[src/rtl/seq_pkg.sv]
// Shared definitions for the systolic array sequencer: FSM encoding and
// the values driven on inst[1] toward the array.
package seq_pkg;

    typedef enum logic [2:0] {
        ST_IDLE    = 3'd0,
        ST_LOADW   = 3'd1,
        ST_COMPUTE = 3'd2,
        ST_DRAIN   = 3'd3,
        ST_DONE    = 3'd4
    } seq_state_t;

    // inst[1]: 1 lets the weight row in WinL pass into the array, 0 holds weights
    localparam logic INST_WPASS = 1'b1;
    localparam logic INST_HOLD  = 1'b0;

endpackage

[src/rtl/seq_result_fifo.sv]
// First-word-fall-through result FIFO. Entry = {last, SoutL}.
// A push while full is accepted only when a pop frees a slot in the same cycle;
// otherwise the data is dropped (the sequencer's in-flight limit prevents this).
module seq_result_fifo #(
    parameter int DEPTH = 4,
    parameter int WIDTH = 129
) (
    input  logic                       clk,
    input  logic                       res,
    input  logic                       push,
    input  logic [WIDTH-1:0]           push_data,
    input  logic                       pop,
    output logic [WIDTH-1:0]           pop_data,
    output logic                       empty,
    output logic [$clog2(DEPTH):0]     count
);
    localparam int AW = $clog2(DEPTH);

    logic [WIDTH-1:0] mem [DEPTH];
    logic [AW-1:0]    wr_ptr;
    logic [AW-1:0]    rd_ptr;
    logic             full;
    logic             do_push;
    logic             do_pop;

    assign empty    = (count == '0);
    assign full     = (count == (AW+1)'(DEPTH));
    assign do_pop   = pop && !empty;
    assign do_push  = push && (!full || do_pop);
    assign pop_data = mem[rd_ptr];

    // Storage array; no reset needed, contents are qualified by count.
    always_ff @(posedge clk) begin
        if (do_push) begin
            mem[wr_ptr] <= push_data;
        end
    end

    // Pointers wrap naturally because DEPTH is a power of two.
    always_ff @(posedge clk) begin
        if (res) begin
            wr_ptr <= '0;
            rd_ptr <= '0;
            count  <= '0;
        end else begin
            if (do_push) begin
                wr_ptr <= wr_ptr + AW'(1);
            end
            if (do_pop) begin
                rd_ptr <= rd_ptr + AW'(1);
            end
            unique case ({do_push, do_pop})
                2'b10:   count <= count + (AW+1)'(1);
                2'b01:   count <= count - (AW+1)'(1);
                default: ;
            endcase
        end
    end

    // A result arriving with no room is lost; this should never happen.
    no_overflow_a : assert property (@(posedge clk) disable iff (res)
        !(push && full && !pop));

endmodule

[src/rtl/systolic_sequencer.sv]
// Command-driven sequencer for one systolic array: weight load, X streaming,
// bias presentation and result collection into a valid/ready FIFO.
//
// state      | meaning
// -----------+-----------------------------------------------------------
// ST_IDLE    | waiting for a command, cmd_ready high
// ST_LOADW   | accepting ARRAY_WIDTH weight rows, each passed for one cycle
// ST_COMPUTE | streaming cmd_rows X vectors, throttled by in-flight count
// ST_DRAIN   | all X issued, waiting for remaining results or timeout
// ST_DONE    | one-cycle completion, back to IDLE
module systolic_sequencer
    import seq_pkg::*;
#(
    parameter int ARRAY_LENGTH  = 4,
    parameter int ARRAY_WIDTH   = 4,
    parameter int RES_DEPTH     = 4,
    parameter int CNT_W         = 16,
    parameter int DRAIN_TIMEOUT = 255
) (
    input  logic                        clk,
    input  logic                        res,
    input  logic                        cmd_valid,
    output logic                        cmd_ready,
    input  logic                        cmd_width,
    input  logic                        cmd_reload_w,
    input  logic [CNT_W-1:0]            cmd_rows,
    input  logic [ARRAY_LENGTH*32-1:0]  cmd_bias,
    input  logic                        w_valid,
    output logic                        w_ready,
    input  logic [ARRAY_LENGTH*16-1:0]  w_data,
    input  logic                        x_valid,
    output logic                        x_ready,
    input  logic [ARRAY_WIDTH*16-1:0]   x_data,
    output logic [1:0]                  inst,
    output logic [ARRAY_LENGTH*16-1:0]  WinL,
    output logic [ARRAY_WIDTH*16-1:0]   XinL,
    output logic [ARRAY_LENGTH*32-1:0]  BinL,
    input  logic [ARRAY_LENGTH*32-1:0]  SoutL,
    input  logic                        Sready,
    output logic                        r_valid,
    input  logic                        r_ready,
    output logic [ARRAY_LENGTH*32-1:0]  r_data,
    output logic                        r_last,
    output logic                        busy,
    output logic                        err_timeout
);
    localparam int CW    = $clog2(RES_DEPTH) + 1;
    localparam int WB_W  = $clog2(ARRAY_WIDTH + 1);
    localparam int TMO_W = $clog2(DRAIN_TIMEOUT + 1);
    localparam int RW    = ARRAY_LENGTH * 32;

    seq_state_t        state_q;
    seq_state_t        state_d;
    logic              width_q;
    logic              wpass_q;
    logic [CNT_W-1:0]  rows_q;
    logic [CNT_W-1:0]  issued_q;
    logic [CNT_W-1:0]  received_q;
    logic [WB_W-1:0]   wbeat_q;
    logic [CW-1:0]     inflight_q;
    logic [TMO_W-1:0]  tmo_q;

    logic              cmd_fire;
    logic              w_fire;
    logic              x_fire;
    logic              pop;
    logic              res_push;
    logic              tmo_hit;
    logic              fifo_empty;
    logic [CW-1:0]     fifo_count;
    logic [RW:0]       fifo_out;

    assign cmd_ready   = (state_q == ST_IDLE);
    assign busy        = (state_q != ST_IDLE);
    assign w_ready     = (state_q == ST_LOADW);
    assign x_ready     = (state_q == ST_COMPUTE) && (inflight_q < CW'(RES_DEPTH))
                         && (issued_q != rows_q);
    assign cmd_fire    = cmd_valid && cmd_ready;
    assign w_fire      = w_valid && w_ready;
    assign x_fire      = x_valid && x_ready;
    assign pop         = r_valid && r_ready;
    assign res_push    = Sready && ((state_q == ST_COMPUTE) || (state_q == ST_DRAIN));
    assign tmo_hit     = (state_q == ST_DRAIN) && !Sready && (tmo_q == '0)
                         && (received_q != rows_q);
    assign inst        = {(wpass_q ? INST_WPASS : INST_HOLD), width_q};

    assign r_valid     = !fifo_empty;
    assign r_data      = r_valid ? fifo_out[RW-1:0] : '0;
    assign r_last      = r_valid && fifo_out[RW];

    // Next-state selection.
    always_comb begin
        state_d = state_q;
        unique case (state_q)
            ST_IDLE: begin
                if (cmd_valid) begin
                    if (cmd_reload_w)          state_d = ST_LOADW;
                    else if (cmd_rows == '0)   state_d = ST_DONE;
                    else                       state_d = ST_COMPUTE;
                end
            end
            ST_LOADW: begin
                if (w_fire && (wbeat_q == WB_W'(ARRAY_WIDTH - 1))) begin
                    state_d = (rows_q == '0) ? ST_DONE : ST_COMPUTE;
                end
            end
            ST_COMPUTE: begin
                if (x_fire && ((issued_q + CNT_W'(1)) == rows_q)) begin
                    state_d = ST_DRAIN;
                end
            end
            ST_DRAIN: begin
                if (received_q == rows_q || tmo_hit) begin
                    state_d = ST_DONE;
                end
            end
            ST_DONE: state_d = ST_IDLE;
            default: state_d = ST_IDLE;
        endcase
    end

    // State register, command latches, array drive registers and counters.
    always_ff @(posedge clk) begin
        if (res) begin
            state_q     <= ST_IDLE;
            width_q     <= 1'b0;
            wpass_q     <= 1'b0;
            rows_q      <= '0;
            issued_q    <= '0;
            received_q  <= '0;
            wbeat_q     <= '0;
            inflight_q  <= '0;
            tmo_q       <= TMO_W'(DRAIN_TIMEOUT - 1);
            err_timeout <= 1'b0;
            WinL        <= '0;
            XinL        <= '0;
            BinL        <= '0;
        end else begin
            state_q <= state_d;
            wpass_q <= w_fire;
            // Bubbles reach the array as zero vectors.
            XinL    <= x_fire ? x_data : '0;

            if (cmd_fire) begin
                width_q     <= cmd_width;
                rows_q      <= cmd_rows;
                BinL        <= cmd_bias;
                issued_q    <= '0;
                received_q  <= '0;
                wbeat_q     <= '0;
                err_timeout <= 1'b0;
            end
            if (w_fire) begin
                WinL    <= w_data;
                wbeat_q <= wbeat_q + WB_W'(1);
            end
            if (x_fire) begin
                issued_q <= issued_q + CNT_W'(1);
            end
            if (res_push) begin
                received_q <= received_q + CNT_W'(1);
            end

            // Down-counter of Sready-free DRAIN cycles; reloads on every result.
            if (state_q != ST_DRAIN || Sready) begin
                tmo_q <= TMO_W'(DRAIN_TIMEOUT - 1);
            end else if (tmo_q != '0) begin
                tmo_q <= tmo_q - TMO_W'(1);
            end
            if (tmo_hit) begin
                err_timeout <= 1'b1;
            end

            // Results that will never arrive are written off on timeout so the
            // throttle only counts what actually occupies the FIFO.
            if (tmo_hit) begin
                inflight_q <= fifo_count - CW'(pop);
            end else begin
                unique case ({x_fire, pop})
                    2'b10:   inflight_q <= inflight_q + CW'(1);
                    2'b01:   inflight_q <= inflight_q - CW'(1);
                    default: ;
                endcase
            end
        end
    end

    seq_result_fifo #(
        .DEPTH (RES_DEPTH),
        .WIDTH (RW + 1)
    ) u_res_fifo (
        .clk       (clk),
        .res       (res),
        .push      (res_push),
        .push_data ({(received_q == rows_q - CNT_W'(1)), SoutL}),
        .pop       (pop),
        .pop_data  (fifo_out),
        .empty     (fifo_empty),
        .count     (fifo_count)
    );

endmodule

[config.mk]
export PLATFORM = sky130hd
export DESIGN_NAME = systolic_sequencer
export DESIGN_NICKNAME = d
export VERILOG_FILES = /design/src/rtl/seq_pkg.sv /design/src/rtl/seq_result_fifo.sv /design/src/rtl/systolic_sequencer.sv
export SDC_FILE = /design/constraint.sdc
export NUM_CORES = 1
export LEC_CHECK = 0
export BUFFER_PORTS_ARGS = -buffer_cell sky130_fd_sc_hd__buf_2
export CORE_AREA = 2 2 308 310
export DETAILED_ROUTE_END_ITERATION = 10
export DIE_AREA = 0 0 310 312
export PLACE_DENSITY_LB_ADDON = 0.1
export REMOVE_ABC_BUFFERS = 1
export SYNTH_ARGS = -nofsm -noshare
export SYNTH_HDL_FRONTEND = slang
export SYNTH_HIERARCHICAL = 1
export SYNTH_SLANG_ARGS = --single-unit
[constraint.sdc]
create_clock -name clk -period 7.3 [get_ports clk]
set_input_delay 1.095 -clock clk [delete_from_list [all_inputs] [get_ports clk]]
set_output_delay 1.095 -clock clk [all_outputs]
set_load 0.01 [all_outputs]
# Yosys cells after proc, flatten, opt, wreduce, memory -nomap -nowiden
# Memories as Yosys holds them, arrays and structs flattened. A register that Yosys moved wholly into a read port is not among the register bits.
# Cells that the tools add are included.
# classes
mux	24
n_addsub	12
n_lt_le_gt_ge	1
reduce_logical	38
bitwise	1
eq_ne	19
# ops
cell	n
two-way mux 128 bit	1
== test 16 bit	3
two-way mux 16 bit	3
adder 16 x 1 -> 16 bit, second input constant	2
logical NOT 16 bit	2
!= test 16 bit	2
two-way mux 3 bit	10
subtractor 16 x 1 -> 16 bit, second input constant	1
logical AND 1 bit	15
case mux 3 bit (2 select lines)	2
case mux 3 bit (4 select lines)	1
nonzero test 2 bit	5
adder 3 x 1 -> 3 bit, second input constant	3
== test 3 x 2 -> 1 bit, second input constant	3
logical NOT 8 bit	1
nonzero test 8 bit	1
subtractor 8 x 1 -> 8 bit, second input constant	1
logical NOT 3 bit	2
!= test 2 x 1 -> 1 bit, second input constant	3
nonzero test 3 bit	2
subtractor 3 x 1 -> 3 bit, second input constant	2
two-way mux 1 bit	5
adder 2 x 1 -> 2 bit, second input constant	2
== test 2 x 1 -> 1 bit, second input constant	2
other kinds (13)	21
# word_totals
word_cells	112
mem_bits_rw	516
regBits	331
inputBits	409
mem_count	1
# memory_table
memory	words	width	read_ports	rd_clocked_by_memory_dff	wr	line_no	rtl
u_res_fifo.mem	4	129	1	1	1	seq_result_fifo.sv:19	logic [WIDTH-1:0] mem [DEPTH];

# Depth between registers and ports, before layout
# Gate-level depths: netlist (run 1).
# logic_depth
ltp_word	8
ltp_mapped	12
depth_no_buf	9

# Cells and area by module
# The synthesis (run 1) kept the hierarchy.
# by_module_without_submodules
mod	area_each_um2	n_inst	cells_each	seq_area_each_um2
seq_result_fifo	19077.0	1	729	15675.0
systolic_sequencer	13506.7	1	1703	6486.2

# Least setup slack after synthesis (run 1)
# OpenSTA, ideal clock, no wires.
# synth_path
kind	input -> register
start	input port r_ready
end	memory u_res_fifo.mem[0][0] (enable)
setup_time_ns	0.503
path_slack_ns	1.774
path_stages	4
arrival_time_ns	5.022
path_cell_list	nor2b_1 nor4b_1 nor2b_1 and2_1
# synth_via
elab_chain_cells	6
# synth_lines
item	line_no	rtl
start, declared	systolic_sequencer.sv:41	input logic r_ready,
logical AND 1 bit	systolic_sequencer.sv:81	assign pop = r_valid && r_ready;
logical AND 1 bit	seq_result_fifo.sv:28	assign do_pop = pop && !empty;
logical OR 1 bit	seq_result_fifo.sv:29	assign do_push = push && (!full || do_pop);
logical AND 1 bit	seq_result_fifo.sv:29	
two-way mux 1 bit	seq_result_fifo.sv:34	if (do_push) begin
two-way mux 1 bit (not written as such)	seq_result_fifo.sv:35	mem[wr_ptr] <= push_data;
end, declared	seq_result_fifo.sv:19	
# No other way between the ends.

==> summary.md, run 1 <==
| Metric | Value |
|---|---|
| Crit path max-delay cell type | dfxtp_4 |
| Post-synthesis simple-gate area fraction | 12.78% |
| Worst Path Arrival | 3.44 ns |
| Max_slew headroom | 31.40% |
| Largest family of logic cells by synthesized area | simple AND/OR/NAND/NOR gates |
| Worst ir drop on vdd | 0.1926 mV |
| Adder-cell area share of the yosys netlist | 0.6221% |
| Die ar. | 96720 sq um |
| Most common cell after layout, fill and taps aside | buf_2 |
| Root buffer cell | clkbuf_16 |
| Leakage | 15.60 nW |
| Top Ports | 802 |
| Gr usage total | 19.13% |
| PortBufs | 801 |
| Cell Area, Synth | 32580 sq um |
| Vias in the first global route | 22.15k |
| Routability Congestion | 0.8437 |
| Most frequent cells in the layout | buf_2, edfxtp_1, nand2_1 |
| Crit Path Category | flop to primary output |
| Tmin final | 4.539 ns |
| Row count | 112 |
| Total clock buffers created by CTS | 96 |
| WP buf/inv | 2 |
| CTS tree | done |
| RSZ-0062 raised after global routing | false |
| Resize count post-CTS | 0 |
| Cts hold-fix bufs | 0 |
| # H-tree levels | 3 |
| Hold Violations, Final | 0 |
| Avg Cell Area, Syn | 13.40 sq um |
| Final Instance Area | 41120 sq um |
| Delay-heaviest family, CP | flip-flops |
| Clock Path Buffers | 3 |
| Total congestion overflow | 0 |
| Final period util | 62.17% |
| Post-DRT Antenna Nets | 0 |
| Compound-Gate Fraction of Synth Area | 4.996% |
| Most area-hungry cell type in the Yosys netlist | edfxtp_1 |
| Vias | 21.97k |
| Mapped Cells | 2432 |
| Core ar. | 93050 sq um |
| Die Width | 310 um |
| Slew @ Worst Pin | 1.029 ns |
| Final wirelength | 95240 um |
| CP Launch Type | flop |
| Async set-or-reset flop fraction in the synthesized netlist | 0% |
| WL/cell | 20.98 um |
| Post-Layout Cell Count | 4540 |
| Crit. End Element | primary output |
| Fmax | 220.3 MHz |
| Initial DRC Count | 1495 |
| Post-synthesis sequential area ratio | 68.01% |
| Placed Area | 37730 sq um |
| Post-synth EDFFs | 516 |
| Largest net degree at the start of global routing | 130 |
| Final setup viols | 0 |
| DPL Wire Length | 64810 um |
| Reg clk slew, reported paths | 0.06 ns |
| Yosys top cell area share | 47.55% |
| Hold Crit Class | flop to flop |
| Initial antenna violation count | 44 |
| Pwr/cell area | 280.2 nW/um^2 |
| Post-CTS Setup Bufs | 0 |
| Layout cell share with drive strength beyond 1 | 34.75% |
| Crit path required time | 6.20 ns |
| Clock latency on the worst-skew pair | 0.67 ns |
| Synth warn | 6 |
| Post-DR vias/cell | 4.839 |
| Net count, final | 3616 |
| Netlist cell types | 61 |
| Max stage delay on crit path | 0.88 ns |
| # DRC | 0 |
| Area contributors post-synth | edfxtp_1, dfxtp_1, mux4_2, nand2_1, a21oi_1 |
| Initial core utilization | 35.02% |
| Cell total after placement | 4348 |
| Worst path cell trace | buf_12 > mux4_2 > nor2b_1 > buf_2 |
| Outcome | finished clean |
| Mux share of post-synthesis cell area | 9.243% |
| CTS Sinks | 849 |
| Synth-to-layout area growth | 26.20% |
| Max-cap violations | 0 |
| Die height | 312 um |
| Primary FF master, synth | edfxtp_1 |
| Synth Area in XOR/XNOR | 1.962% |
| Slew Limit Fails | 0 |
| Setup Skew | 0.01834 ns |
| First-pass GRT wire length | 139600 um |
| Yosys reg bits | 849 |
| Drt pass-1 iters | 5 |
| Crit path max fanout | 93 |
[stage by stage]
| stage | setup WS (ns) | total power [mW] | hold slack [ns] | TNS (ns) | util [%] |
|---|---|---|---|---|---|
| after floorplan | -4.204 | 6.093 | 0.4455 | -2345.76 | - |
| after global placement | 2.812 | 6.593 | 0.4393 | 0 | 40.55 |
| after detailed placement | 2.772 | 6.619 | 0.4456 | 0 | 40.55 |
| after CTS | 2.619 | 11.70 | 0.4539 | 0 | 44.16 |
| after global routing | 2.464 | 11.99 | 0.4640 | 0 | 44.19 |
| final | 2.761 | 11.52 | 0.4520 | 0 | 44.19 |
[report_power, final]
group / total [mW] / switching [mW] / internal (mW)
registers: 5.42 / 0.115 / 5.31
logic: 1.08 / 0.673 / 0.411
clock network: 5.02 / 1.99 / 3.03
[state kept, by name, indices dropped and copies added (netlist names), named ones only]
name	cells
inflight_q	3
state_q	3
rows_q	16
u_res_fifo/rd_ptr	2
XinL	64
wpass_q	1
u_res_fifo/count	3
issued_q	16
wbeat_q	3
width_q	1
u_res_fifo/mem	516
BinL	128
u_res_fifo/wr_ptr	2
received_q	16
WinL	64
tmo_q	8
err_timeout	1
[cells in the mapped netlist, types with 14 or more instances]
master	instances
a21oi_1	240
and2_1	75
buf_2	19
buf_4	14
clkbuf_1	122
dfxtp_1	333
edfxtp_1	516
inv_1	24
mux4_2	129
nand2_1	459
nand3_1	28
nor2_1	55
nor2b_1	138
nor3_1	28
o21ai_0	27
xnor2_1	44
xor2_1	29
[final timing paths]
| check | from | end | slack (ns) | cells after the start |
|---|---|---|---|---|
| max | flop | r_data[116] | 2.76 | 4 |
| min | WinL[20] | WinL[20] | 0.45 | 2 |
| max reg2reg | state_q[1] | u_res_fifo/mem[3][107] | 3.49 | 6 |
| min reg2reg | WinL[20] | WinL[20] | 0.45 | 2 |
[worst reg2reg max path, stage by stage, from the launching register on]
cell	delay [ns]
dfxtp_1	0.43
nor2b_1	0.40
nand2_1	0.21
clkinv_1	0.30
nor2b_1	0.52
and2_4	0.81
buf_4	0.74
[cell type report]
| class | count | area (sq um) |
|---|---|---|
| fill | 8737 | 51930 |
| sequential | 849 | 22170 |
| multi-input combinational | 1398 | 9687 |
| timing repair buffer | 822 | 4210 |
| clock buffer | 122 | 2793 |
| tap | 1254 | 1569 |
| clock inverter | 56 | 565.5 |
| inverter | 25 | 93.84 |
| antenna | 14 | 35.03 |
[per-layer routing]
| layer | vias to the layer above | routed length (um) | GRT usage (%) |
|---|---|---|---|
| met1 | 10740 | 37810 | 23.03 |
| met3 | 194 | 7643 | 6.354 |
| met5 | - | 297 | 0 |
| li1 | 10250 | - | - |
| met4 | 44 | 2719 | 7.181 |
| met2 | 736 | 46770 | 31.74 |
[logic make-up after synthesis]
group,after synthesis
mux,139
buf+inv,185
simple gates,867
fa+ha+maj,15
xor+xnor,73
compound gates,304
flops,849
Note: power is estimated with default switching activity, not from simulation.
==> inputs of run 2 (changes only) <==
--- a/config.mk
+++ b/config.mk
@@ -5,10 +5,11 @@
 export SDC_FILE = /design/constraint.sdc
 export NUM_CORES = 1
 export LEC_CHECK = 0
+export ABC_AREA = 1
 export BUFFER_PORTS_ARGS = -buffer_cell sky130_fd_sc_hd__buf_2
-export CORE_AREA = 2 2 308 310
+export CORE_AREA = 2 2 309 311
 export DETAILED_ROUTE_END_ITERATION = 10
-export DIE_AREA = 0 0 310 312
+export DIE_AREA = 0 0 311 313
 export PLACE_DENSITY_LB_ADDON = 0.1
 export REMOVE_ABC_BUFFERS = 1
 export SYNTH_ARGS = -nofsm -noshare
==> constraint.sdc (replaced) <==
create_clock -name clk -period 3.93 [get_ports clk]
set_input_delay 0.5895 -clock clk [delete_from_list [all_inputs] [get_ports clk]]
set_output_delay 0.5895 -clock clk [all_outputs]
set_load 0.01 [all_outputs]
==> run 2 against run 1 <==
- non-clock buffer count up 14
- total power up 120%
- largest cell class unchanged
- count of clock-buffer cells in the layout up 6
- final cell count up 19%
==> summary.md, run 2 <==
| Metric | Value |
|---|---|
| Outcome | finished clean (unchanged) |
| Cell total after placement | 5222 (was 4348) |
| Hold Crit Class | primary input to flop (was flop to flop) |
| Die height | 313 um (was 312 um) |
| Yosys reg bits | 849 (unchanged) |
| Slew Limit Fails | 0 (unchanged) |
| Hold path startpoint | SoutL[59] (was WinL[20]) |
| Post-Layout Cell Count | 5411 (was 4540) |
| FF-to-FF End | inflight_q[2] (was u_res_fifo/mem[3][107]) |
| Final setup viols | 0 (unchanged) |
| Worst R2R Setup Slack | 1.12 ns (was 3.49 ns) |
| Die ar. | 97340 sq um (was 96720 sq um) |
| Reg clk slew, reported paths | 0.06 ns (about the same) |
| Net Sw Frac | 31.49% (was 24.11%) |
| Initial DRC Count | 1774 (was 1495) |
| Hold Violations, Final | 0 (unchanged) |
| Synth-to-layout area growth | 24.69% (was 26.20%) |
| Dpl ws | 1.129 ns (was 2.772 ns) |
| Primary FF master, synth | edfxtp_1 (unchanged) |
| Worst ir drop on vdd | 0.3905 mV (was 0.1926 mV) |
| Max-cap violations | 0 (unchanged) |
| RR Startpoint | rows_q[3] (was state_q[1]) |
| # H-tree levels | 3 (unchanged) |
| Crit path max fanout | 148 (was 93) |
| Most common cell after layout, fill and taps aside | nor2_1 (was buf_2) |
| Post-DR vias/cell | 4.738 (was 4.839) |
| Max_slew headroom | 21.51% (was 31.40%) |
| Setup Skew | 0.01459 ns (was 0.01834 ns) |
| Leakage | 17.86 nW (was 15.60 nW) |
| Root buffer cell | clkbuf_16 (unchanged) |
| Pwr/cell area | 609.8 nW/um^2 (was 280.2 nW/um^2) |
| Top Ports | 802 (unchanged) |
| Worst Slack Setup Final | 0.4426 ns (was 2.761 ns) |
| Post-CTS Setup Bufs | 0 (unchanged) |
| Core ar. | 94160 sq um (was 93050 sq um) |
| Most area-hungry cell type in the Yosys netlist | edfxtp_1 (unchanged) |
| Crit. End Element | primary output (unchanged) |
| Post-synth EDFFs | 516 (unchanged) |
| Resize count post-CTS | 0 (unchanged) |
| Post-DRT Antenna Nets | 0 (unchanged) |
| Initial antenna violation count | 42 (was 44) |
| P_sw | 7.988 mW (was 2.779 mW) |
| Clock share of power | 34.1% (was 43.6%) |
| Crit Path Category | flop to primary output (unchanged) |
| Cell with the most instances after synthesis | nor2_1 (was edfxtp_1) |
| Gr usage total | 20.14% (was 19.13%) |
| Crit path required time | 3.34 ns (was 6.20 ns) |
| Largest register FFs | 516 (unchanged) |
| DPL Wire Length | 65980 um (was 64810 um) |
| Slew @ Worst Pin | 1.177 ns (was 1.029 ns) |
| PortBufs | 801 (unchanged) |
| Fin util | 44.18% (was 44.19%) |
| Final period util | 88.74% |
| RSZ-0062 raised after global routing | false (unchanged) |
| # DRC | 0 (unchanged) |
| Commonest cells post-synth | nor2_1, edfxtp_1, o21ai_0 (was edfxtp_1, nand2_1, dfxtp_1) |
| Sequential share of power | 42.7% (was 47.0%) |
| First-pass GRT wire length | 151800 um (was 139600 um) |
| Post-synthesis sequential area ratio | 66.43% (was 68.01%) |
| Row count | 113 (was 112) |
| Cell Area, Synth | 33360 sq um (was 32580 sq um) |
| Total clock buffers created by CTS | 96 (unchanged) |
| Tmin final | 3.487 ns |
| Fmax | 286.7 MHz |
| Internal power | 17.38 mW (was 8.746 mW) |
| Largest net degree at the start of global routing | 149 (was 130) |
| Hold Path End | u_res_fifo/mem[0][59] (was WinL[20]) |
| Worst r2r path cells | 15 (was 6) |
| Most flops, register | u_res_fifo/mem (unchanged) |
| Most frequent cells in the layout | nor2_1, buf_2, edfxtp_1 (was buf_2, edfxtp_1, nand2_1) |
| Total congestion overflow | 0 (unchanged) |
| Total design power | 25.37 mW (was 11.52 mW) |
| CP Launch Type | flop (unchanged) |
| Layout cell share with drive strength beyond 1 | 24.47% (was 34.75%) |
| Area contributors post-synth | edfxtp_1, dfxtp_1, nor2_1, o21ai_0, inv_1 (was edfxtp_1, dfxtp_1, mux4_2, nand2_1, a21oi_1) |
| Drt pass-1 iters | 5 (unchanged) |
| Routability Congestion | 0.8282 (was 0.8437) |
| Initial core utilization | 35.43% (was 35.02%) |
| CTS tree | done (unchanged) |
| Clock latency on the worst-skew pair | 0.66 ns (was 0.67 ns) |
| Comb pwr share | 23.2% (was 9.4%) |
| Hold Path Depth | 1 (was 2) |
| Avg Cell Area, Syn | 10.10 sq um (was 13.40 sq um) |
| Net count, final | 4479 (was 3616) |
| Worst hold margin | 0.1385 ns (was 0.4520 ns) |
| Worst Path Arrival | 2.90 ns (was 3.44 ns) |
| Mapped Cells | 3304 (was 2432) |
| Largest registers | u_res_fifo/mem (516), BinL (128) (unchanged) |
| CTS Sinks | 849 (unchanged) |
| Yosys top cell area share | 46.44% (was 47.55%) |
| WL/cell | 18.74 um (was 20.98 um) |
| Final wirelength | 101400 um (was 95240 um) |
| Async set-or-reset flop fraction in the synthesized netlist | 0% (unchanged) |
| Netlist cell types | 55 (was 61) |
| Vias | 25.64k (was 21.97k) |
| Synth warn | 6 (unchanged) |
| Die Width | 311 um (was 310 um) |
| Clock Path Buffers | 3 (unchanged) |
| Cts hold-fix bufs | 0 (unchanged) |
| Vias in the first global route | 24.62k (was 22.15k) |
[run 2: worst max-delay path by stage]
stage	start	to	slack (ns)	depth (start not counted)
2_1_floorplan	u_res_fifo/count[2]	u_res_fifo/mem[0][0]	-4.54	6
3_3_place_gp	rows_q[3]	XinL[60]	1.11	12
3_5_place_dp	Sready	u_res_fifo/mem[1][75]	1.13	6
4_1_cts	flop	r_data[54]	0.41	6
5_1_grt	flop	r_data[104]	0.27	6
6_report	flop	r_data[104]	0.44	6
[run 2: stage by stage]
step,setup TNS (ns),area [sq um]
after floorplan,-3056.08,32370
after CTS,0,41560
after global placement,0,38530
after global routing,0,41590
final,0,41600
after detailed placement,0,38530
[run 2: layer usage]
metal	global-route usage (%)	share of wire [%]	vias up
li1	-	-	12660
met1	25.63	43	12050
met2	33.12	47	673
met3	5.207	5.9	210
met4	7.400	3.3	44
met5	0	0.29	-
[run 2: cell families (layout without fill, tap and decap cells)]
logic type	count (synthesis)	after routing	synth area share, %
other	0	15	0
AND/OR/NAND/NOR	1194	1194	14.09
adder cells (fa/ha/maj)	15	15	0.6076
buffers and inverters	494	1321	6.473
XOR/XNOR	27	27	0.7088
flip-flops	849	849	66.43
AO/OA/AOI/OAI	725	725	11.70
[run 2: layout make-up]
type | count | area [sq um]
clock buffer | 128 | 2635
tap | 1265 | 1583
sequential | 849 | 22170
fill | 9307 | 52560
clock inverter | 46 | 392.9
antenna | 15 | 37.54
inverter | 311 | 1187
multi-input combinational | 1961 | 9086
timing repair buffer | 836 | 4509
[run 2: power by group through the flow]
stage	Sequential [mW]	Combinational [mW]	Clock, mW
2_1_floorplan	11.4	2.90	0
3_3_place_gp	11.0	6.00	0
3_5_place_dp	11.0	5.98	0
4_1_cts	10.8	6.01	8.93
5_1_grt	10.9	6.52	9.26
6_report	10.8	5.88	8.66
[run 2: worst max-delay path, stage by stage (launching register included)]
cell	delay [ns]
dfxtp_4	0.69
buf_12	0.50
o21ai_0	0.20
o22ai_1	0.21
inv_1	0.05
nor2_1	0.22
buf_2	0.20
